**src/rtl/aim_controller.sv**
```systemverilog
// Player-input front end for trajectory_calc: debounced-style step/auto-repeat
// buttons drive shooter position and aim slope, and a fire FSM issues shots.
module aim_controller #(
    parameter int unsigned REPEAT_DELAY = 8,
    parameter int unsigned REPEAT_RATE  = 4,
    parameter int unsigned TIMEOUT      = 255,
    parameter int unsigned XPOS_INIT    = 0,
    parameter int unsigned RISE_INIT    = 1,
    parameter int unsigned RUN_INIT     = 1
) (
    input  logic       clk,
    input  logic       rst,
    input  logic       btn_left,
    input  logic       btn_right,
    input  logic       btn_up,
    input  logic       btn_down,
    input  logic       btn_run,
    input  logic       btn_fire,
    input  logic       result_valid,
    output logic [4:0] xpos,
    output logic [4:0] rise_out,
    output logic [4:0] run_out,
    output logic       direction_out,
    output logic       shoot,
    output logic       busy,
    output logic       timeout
);

    localparam int unsigned MAX_HOLD = (REPEAT_DELAY > REPEAT_RATE) ? REPEAT_DELAY : REPEAT_RATE;
    localparam int unsigned CW       = $clog2(MAX_HOLD + 1);
    localparam int unsigned WW       = $clog2(TIMEOUT + 1);

    localparam int unsigned B_LEFT  = 0;
    localparam int unsigned B_RIGHT = 1;
    localparam int unsigned B_UP    = 2;
    localparam int unsigned B_DOWN  = 3;
    localparam int unsigned B_RUN   = 4;

    typedef enum logic [1:0] {
        S_IDLE,
        S_FIRE,
        S_WAIT
    } state_t;

    state_t          state_q, state_d;
    logic [4:0]      xpos_q, xpos_d;
    logic [4:0]      rise_q, rise_d;
    logic [4:0]      run_q, run_d;
    logic            dir_q, dir_d;
    logic [WW-1:0]   wcnt_q, wcnt_d;
    logic [4:0]      prev_q;
    logic            fire_prev_q;
    logic [CW-1:0]   hold_q [5];
    logic [CW-1:0]   hold_d [5];
    logic [4:0]      rep_q, rep_d;
    logic [4:0]      btn_now;
    logic [4:0]      step;
    logic            fire_edge;

    assign btn_now   = {btn_run, btn_down, btn_up, btn_right, btn_left};
    assign fire_edge = btn_fire & ~fire_prev_q;

    // Per-button hold counter: counts cycles since the last step; rep_q selects
    // whether the next repeat is due after REPEAT_DELAY or REPEAT_RATE cycles.
    always_comb begin
        hold_d = hold_q;
        rep_d  = rep_q;
        step   = '0;
        for (int unsigned i = 0; i < 5; i++) begin
            if (!btn_now[i]) begin
                hold_d[i] = '0;
                rep_d[i]  = 1'b0;
            end else if (!prev_q[i]) begin
                step[i]   = 1'b1;
                hold_d[i] = CW'(1);
                rep_d[i]  = 1'b0;
            end else if (hold_q[i] == (rep_q[i] ? CW'(REPEAT_RATE) : CW'(REPEAT_DELAY))) begin
                step[i]   = 1'b1;
                hold_d[i] = CW'(1);
                rep_d[i]  = 1'b1;
            end else begin
                hold_d[i] = hold_q[i] + CW'(1);
            end
        end
    end

    always_comb begin
        state_d = state_q;
        xpos_d  = xpos_q;
        rise_d  = rise_q;
        run_d   = run_q;
        dir_d   = dir_q;
        wcnt_d  = wcnt_q;
        shoot   = 1'b0;
        busy    = 1'b0;
        timeout = 1'b0;
        unique case (state_q)
            S_IDLE: begin
                if (fire_edge) begin
                    state_d = S_FIRE;
                end else begin
                    if (step[B_LEFT] && !step[B_RIGHT]) begin
                        dir_d = 1'b0;
                        if (xpos_q != 5'd0) xpos_d = xpos_q - 5'd1;
                    end else if (step[B_RIGHT] && !step[B_LEFT]) begin
                        dir_d = 1'b1;
                        if (xpos_q != 5'd31) xpos_d = xpos_q + 5'd1;
                    end
                    if (step[B_UP] && !step[B_DOWN]) begin
                        if (rise_q != 5'd31) rise_d = rise_q + 5'd1;
                    end else if (step[B_DOWN] && !step[B_UP]) begin
                        if (rise_q != 5'd0) rise_d = rise_q - 5'd1;
                    end
                    if (step[B_RUN]) run_d = (run_q == 5'd31) ? 5'd1 : run_q + 5'd1;
                end
            end
            S_FIRE: begin
                shoot   = 1'b1;
                busy    = 1'b1;
                wcnt_d  = '0;
                state_d = S_WAIT;
            end
            S_WAIT: begin
                busy = 1'b1;
                if (result_valid) begin
                    state_d = S_IDLE;
                end else if (wcnt_q == WW'(TIMEOUT - 1)) begin
                    timeout = 1'b1;
                    state_d = S_IDLE;
                end else begin
                    wcnt_d = wcnt_q + WW'(1);
                end
            end
            default: state_d = S_IDLE;
        endcase
        // A reset landing in FIRE/WAIT must not leak a pulse on that cycle.
        if (rst) begin
            shoot   = 1'b0;
            timeout = 1'b0;
        end
    end

    always_ff @(posedge clk) begin
        if (rst) begin
            state_q     <= S_IDLE;
            xpos_q      <= 5'(XPOS_INIT);
            rise_q      <= 5'(RISE_INIT);
            run_q       <= 5'(RUN_INIT);
            dir_q       <= 1'b1;
            wcnt_q      <= '0;
            prev_q      <= '0;
            fire_prev_q <= 1'b0;
            hold_q      <= '{default: '0};
            rep_q       <= '0;
        end else begin
            state_q     <= state_d;
            xpos_q      <= xpos_d;
            rise_q      <= rise_d;
            run_q       <= run_d;
            dir_q       <= dir_d;
            wcnt_q      <= wcnt_d;
            prev_q      <= btn_now;
            fire_prev_q <= btn_fire;
            hold_q      <= hold_d;
            rep_q       <= rep_d;
        end
    end

    assign xpos          = xpos_q;
    assign rise_out      = rise_q;
    assign run_out       = run_q;
    assign direction_out = dir_q;

endmodule

```
**config.mk**
```make
export PLATFORM = sky130hd
export DESIGN_NAME = aim_controller
export DESIGN_NICKNAME = d
export VERILOG_FILES = /design/src/rtl/aim_controller.sv
export SDC_FILE = /design/constraint.sdc
export NUM_CORES = 1
export LEC_CHECK = 0
export ABC_AREA = 1
export CAP_MARGIN = 20
export CELL_PAD_IN_SITES_DETAIL_PLACEMENT = 1
export CELL_PAD_IN_SITES_GLOBAL_PLACEMENT = 2
export CORE_MARGIN = 1
export CORE_UTILIZATION = 31
export CTS_BUF_LIST = sky130_fd_sc_hd__clkbuf_4 sky130_fd_sc_hd__clkbuf_8
export CTS_CLUSTER_DIAMETER = 150
export DETAILED_ROUTE_END_ITERATION = 8
export MAX_ROUTING_LAYER = met4
export PLACE_DENSITY_LB_ADDON = 0.1
export SLEW_MARGIN = 20
export SYNTH_ARGS = -nofsm -noshare
export SYNTH_HDL_FRONTEND = slang
export SYNTH_SLANG_ARGS = --single-unit
```
**constraint.sdc**
```tcl
create_clock -name clk -period 2.2 [get_ports clk]
set_input_delay 0.44 -clock clk [delete_from_list [all_inputs] [get_ports clk]]
set_output_delay 0.44 -clock clk [all_outputs]
set_load 0.01 [all_outputs]
```
== After elaboration in Yosys (flattened, before gate mapping) ==
Index checks and enable logic that the tools add are counted.
Cells by class
  add/subtract/negate cells: 11
  multipliers: 0
  div/mod/pow operators: 0
  order comparisons: 0
  equality and inequality tests: 17
  shift-type cells: 0
  mux-type cells: 55
  bitwise logic cells: 13
  reduce and logical (&&, ||, !) cells: 38
Operator list (count)
  2-to-1 mux 5 bit: 9
  2-to-1 mux 1 bit: 34
  adder 4 x 1 -> 4 bit (second input constant): 5
  == test 4 bit: 5
  2-to-1 mux 4 bit: 5
  OR reduction 4 bit: 5
  2-to-1 mux 8 bit: 2
  case mux 8 bit (2 select lines): 1
  adder 5 x 1 -> 5 bit (second input constant): 3
  OR reduction 3 bit: 5
  NOT 1 bit: 12
  OR reduction 2 bit: 6
  != test 5 bit (second input constant): 2
  AND reduction 5 bit: 2
  nonzero test 2 bit: 5
  nonzero test 5 bit: 2
  subtractor 5 x 1 -> 5 bit (second input constant): 2
  AND reduction 3 bit: 3
  adder 8 x 1 -> 8 bit (second input constant): 1
  == test 8 bit (second input constant): 1
  2-to-1 mux 2 bit: 3
  != test 2 bit (second input constant): 3
  case mux 2 bit (3 select lines): 1
  == test 5 bit (second input constant): 1
  other kinds (9): 16
Word-level totals
  flip-flop bits (word level): 57
  latch bits: 0
  bits in writable memories: 0
  bits in read-only memories: 0
  input port bits: 9
  output and inout bits: 19
  word-level logic and storage cells: 157
  memories: 0

== Logic depth before layout (Yosys ltp) ==
Gate-level depths: netlist of the first run.
  depth in word-level cells: 9
  gate-level depth with buffers: 17
  mapped depth without buffers: 17

== Worst setup path before layout of the first run ==
No wires, ideal clock.
  path type: reg-to-reg
  start point: reg hold_q[8] in the netlist's numbering
  end point: reg rise_q[3], in the netlist rise_out[3]
  setup time: 0.116 ns
  data arrival time: 1.913 ns
  required time: 2.084 ns
  path slack: 0.172 ns
  stages on the path, launching flop included: 13
  path buffers: 0
  clock period less this slack: 2.028 ns
  cells stage by stage: dfxtp_1 inv_1 ha_1 a21boi_1 nor2_1 ha_1 inv_1 ha_1 a21oi_1 nand2_1 xor2_1 nor2_1 nor2_1
Between the ends
  word-level cells in the longest chain between the ends: 8
  elaborated cells between the ends (all ways): 12
  classes of those cells: eq/ne (2); mux (4); reduce/logical (6)
Ends and longest elaborated chain
  start, declared: RTL line 53  | logic [CW-1:0] hold_q [5];
  start signal, assigned: RTL line 164  | hold_q <= hold_d;
  == test 4 bit (*): RTL line 77  | end else if (hold_q[i] == (rep_q[i] ? CW'(REPEAT_RATE) : CW'(REPEAT_DELAY))) begin
  2-to-1 mux 1 bit (*): RTL line 77
  2-to-1 mux 1 bit (*): RTL line 73  | end else if (!prev_q[i]) begin
  2-to-1 mux 1 bit (*): RTL line 70  | if (!btn_now[i]) begin
  zero test 1 bit: RTL line 111  | end else if (step[B_DOWN] && !step[B_UP]) begin
  logical AND 1 bit: RTL line 111
  nonzero test 2 bit (no line)
  AND reduction 5 bit (no line)
  end signal, assigned: RTL line 147  | rise_q <= 5'(RISE_INIT);
  end signal, assigned: RTL line 158  | rise_q <= rise_d;
  end, declared: RTL line 47  | logic [4:0] rise_q, rise_d;
Mark *: on every way between the ends. The rest lies on a longest branch, timed or not.
A chain may end at the register's enable or synchronous reset.

== Worst setup path in the final report of the first run ==
  start point: reg rep_q[1]
  end point: reg xpos_q[3], in the netlist xpos[3]
Between the ends
  word-level cells in the longest chain between the ends: 9
  elaborated cells between the ends (all ways): 13
  classes of those cells: eq/ne (2); mux (5); reduce/logical (6)
Ends and longest elaborated chain
  start, declared: RTL line 55  | logic [4:0] rep_q, rep_d;
  start signal, assigned: RTL line 165  | rep_q <= rep_d;
  2-to-1 mux 4 bit (*): RTL line 77
  == test 4 bit (*): RTL line 77
  2-to-1 mux 1 bit (*): RTL line 77
  2-to-1 mux 1 bit (*): RTL line 73
  2-to-1 mux 1 bit (*): RTL line 70
  zero test 1 bit: RTL line 102  | if (step[B_LEFT] && !step[B_RIGHT]) begin
  logical AND 1 bit: RTL line 102
  != test 2 x 1 -> 1 bit (no line) or nonzero test 2 bit (tied branches)
  AND reduction 5 bit (no line)
  end signal, assigned: RTL line 146  | xpos_q <= 5'(XPOS_INIT);
  end signal, assigned: RTL line 157  | xpos_q <= xpos_d;
  end, declared: RTL line 46  | logic [4:0] xpos_q, xpos_d;
Marked as above.

==> results of run 1 <==
-- critical path, delay by kind of cell (launching register included) --
kind | cells | cell delay, ns
buf+inv | 2 | 0.23
compound gates | 2 | 0.22
flops | 1 | 0.31
xor+xnor | 1 | 0.14
fa+ha+maj | 2 | 0.44
simple gates | 8 | 0.64
-- timing repair --
item,CTS,global route
resized for setup,6,29
setup endpoints to repair,5,10
setup buffers,0,1
pin swaps,0,9
-- metrics by stage --
stage | setup TNS, ns | setup slack (ns) | hold slack [ns]
after floorplan | 0 | 0.172 | 0.419
after global placement | -1.05 | -0.210 | 0.430
after detailed placement | -1.18 | -0.208 | 0.444
after CTS | 0 | 0.00138 | 0.455
after global routing | -0.146 | -0.0499 | 0.481
final | 0 | 0.126 | 0.459
-- area by class of cell --
type                            count  area share
Multi-Input combinational cell    291       0.438
Sequential cell                    57       0.290
Timing Repair Buffer               56       0.123
Inverter                           62      0.0587
Tap cell                          129      0.0407
Clock buffer                       12      0.0401
Clock inverter                      3      0.0101
-- kinds of logic after synthesis --
group | Yosys count
xor+xnor | 21
fa+ha+maj | 28
flops | 57
simple gates | 197
buf+inv | 65
compound gates | 45
-- sequential cells by signal, summed over array words and instances, names as in the netlist, 2 cells and up --
register	cells
rise_out	5
run_out	5
prev_q	5
state_q	2
rep_q	5
hold_q	20
xpos	5
wcnt_q	8
-- metal layers --
layer,up-vias,global-route usage,routed length [µm]
met4,0,0.0535,81
met3,8,0.0361,205
li1,1428,-,-
met1,1276,0.199,3620
met5,-,-,0
met2,22,0.259,3530
-- final timing paths --
| path | slack (ns) | end | depth (start not counted) | from |
|---|---|---|---|---|
| worst max-delay path | 0.13 | xpos[3] | 15 | rep_q[1] |
| worst min-delay path | 0.46 | rep_q[2] | 2 | prev_q[2] |
| worst max register to register | 0.13 | xpos[3] | 15 | rep_q[1] |
| worst min register to register | 0.46 | rep_q[2] | 2 | prev_q[2] |
-- cells in the mapped netlist --
cell	instances	area, µm²
nor3_1	2	10.0
nor4_1	1	6.26
nor2_2	1	6.26
nor2_1	60	225
dfxtp_1	57	1140
o21ai_0	13	65.1
a21boi_1	2	15.0
nand2_2	3	18.8
inv_2	1	3.75
or2_1	1	6.26
xnor2_1	10	87.6
xor2_1	11	96.3
nand2_1	86	323
nand2_8	1	20.0
nand3_1	36	180
ha_1	26	325
nand4_1	1	6.26
fa_1	2	40.0
nand2_4	2	22.5
nor2_4	2	22.5
a21oi_1	29	145
nand3_2	1	10.0
inv_1	61	229
clkbuf_1	3	11.3
a21oi_4	1	16.3
-- power by group through the flow --
| stage | Sequential, µW | Clock, µW | Combinational (µW) |
|---|---|---|---|
| floorplan | 1260 | 0 | 617 |
| global placement | 1260 | 0 | 1060 |
| detailed placement | 1260 | 0 | 1070 |
| CTS | 1230 | 1060 | 1090 |
| global route | 1250 | 1100 | 1260 |
| finish | 1240 | 1010 | 1110 |
==> run_results.csv, run 1 <==
group,metric,value,unit
routing,drc,0,
floorplan,fp.dieW,101,µm
pwr,power.density,848,mW/mm²
routing,vias,2734,
placed_design,dp_hpwl,5.58,mm
routing,wirelength,7.43,mm
logic_synthesis,synthSimpleGateAreaFrac,0.283,
logic_synthesis,synthXorXnorAreaFrac,0.0606,
sta,drv_slew,0,
floorplan,rows,35,
sta,timing.fmax,482,MHz
floorplan,ios,28,
worst_setup_path,endpoint_kind,"flop",
clock_tree,numCtsBuffers,9,
worst_setup_path,slowest_delay,0.31,ns
logic_synthesis,syn_nets,450,
logic_synthesis,synth_adder_area_share,0.120,
logic_synthesis,synthesis.area,0.00303,mm²
clock_tree,clkTransAtPathRegs,0.07,ns
layout,area_delta_synth_final,30.7,%
sta,worstMarginPinSlew,0.353,ns
clock_tree,cts_sinks,57,
layout,post-route-util,0.423,
layout,seq_area,0.00115,mm²
global_routing,grt_pass1_vias,2782,
pwr,pwr-share-comb,0.331,
global_routing,grt_max_degree,11,
layout,nNetsFinal,514,
pwr,sequentialPowerShare,0.368,
pwr,max-vdd-ir-drop,0.354,mV
global_routing,grt_pass1_wl,12.5,mm
clock_tree,clock_path_buffers,2,
worst_setup_path,arrival,2.30,ns
layout,diodes,0,
pwr,p_clk_frac,0.301,
floorplan,initial_utilization,0.324,
pwr,p_leak,0.00171,µW
layout,mostFrequentLayoutCell,"nand2_1",
worst_setup_path,crit_chain,"inv_1 -> nor2_1 -> nand2_1 -> o21ai_0 -> nand2_1 -> nand2_1 -> nand2_1 -> ha_1 -> buf_4 -> ha_4 -> a21oi_1 -> nand2_1 -> xor2_1 -> nor2_1 -> nor2_1",
logic_synthesis,syn_inst,413,
layout,fillers,1202,
sta,setup_violations,0,
job,cap_viol_max_count,0,
sta,rsz0062_at_grt,"yes",
pwr,switching_power,1140,µW
pwr,p_sw_frac,0.339,
layout,mostFrequentLayoutCells,"nand2_1, inv_1, nor2_1",
placed_design,portBuffers,27,
sta,fin_skew,0.0119,ns
placed_design,place_area,0.00366,mm²
global_routing,overflow,0,
pwr,power,3360,µW
logic_synthesis,yosys_register_bits,57,
layout,multi_input_area,0.00174,mm²
clock_tree,clk_latency,0.34,ns
sta,slew-limit-headroom,0.764,
logic_synthesis,synth_mux_area_frac,0,
routing,viasPerCell,4.48,
logic_synthesis,syn_avg_cell_area,7.34,µm²
routing,initialDrtViolationCount,53,
logic_synthesis,synth_top_family_by_area,"simple AND/OR/NAND/NOR gates",
logic_synthesis,ys_types,25,
global_routing,grt.total_usage,0.161,
logic_synthesis,synth_compound_area_frac,0.0796,
placed_design,place_congestion,0.804,
routing,drt_first_pass_iters,4,
pwr,p_int,2220,µW
sta,period_needed,2.07,ns
floorplan,die_area,0.0102,mm²
floorplan,dieHeight,101,µm
logic_synthesis,ys_seq_area_frac,0.376,
clock_tree,cts_htree_levels,3,
worst_setup_path,worstPathRequired,2.43,ns
worst_setup_path,cp-start-kind,"flop",
placed_design,dpl.cell_count,594,
clock_tree,ctsHoldBuffers,0,
global_routing,grt_antenna_before_repair,0,
status,outcome,"finished clean",
routing,wl_per_cell,12.2,µm
worst_setup_path,cpMostUsedCell,"nand2_1",
floorplan,core-area,0.00937,mm²
layout,fin_cells,610,
layout,fin_area,0.00397,mm²
clock_tree,cts_tree,"done",
logic_synthesis,synth_warnings,0,
routing,postRouteAntennaNets,0,
worst_setup_path,cp_slowest_cell,"dfxtp_1",
worst_hold_path,hold_path_class,"flop to flop",
worst_setup_path,crit_fanout,5,
sta,fin_crit_sh,0.943,
layout,drive_above_1_share,0.173,
clock_tree,clockRootBuffer,"clkbuf_8",
sta,finalHoldViolations,0,
worst_setup_path,worstSetupPathType,"flop to flop",
Power figures use the tool's default switching activity.
==> inputs of run 2 (changes only) <==
--- a/config.mk
+++ b/config.mk
@@ -16,7 +16,6 @@
 export DETAILED_ROUTE_END_ITERATION = 8
 export MAX_ROUTING_LAYER = met4
 export PLACE_DENSITY_LB_ADDON = 0.1
-export SLEW_MARGIN = 20
 export SYNTH_ARGS = -nofsm -noshare
 export SYNTH_HDL_FRONTEND = slang
 export SYNTH_SLANG_ARGS = --single-unit
==> results of run 2 <==
The final DEF is identical to that of run 1; final timing and power are the same.
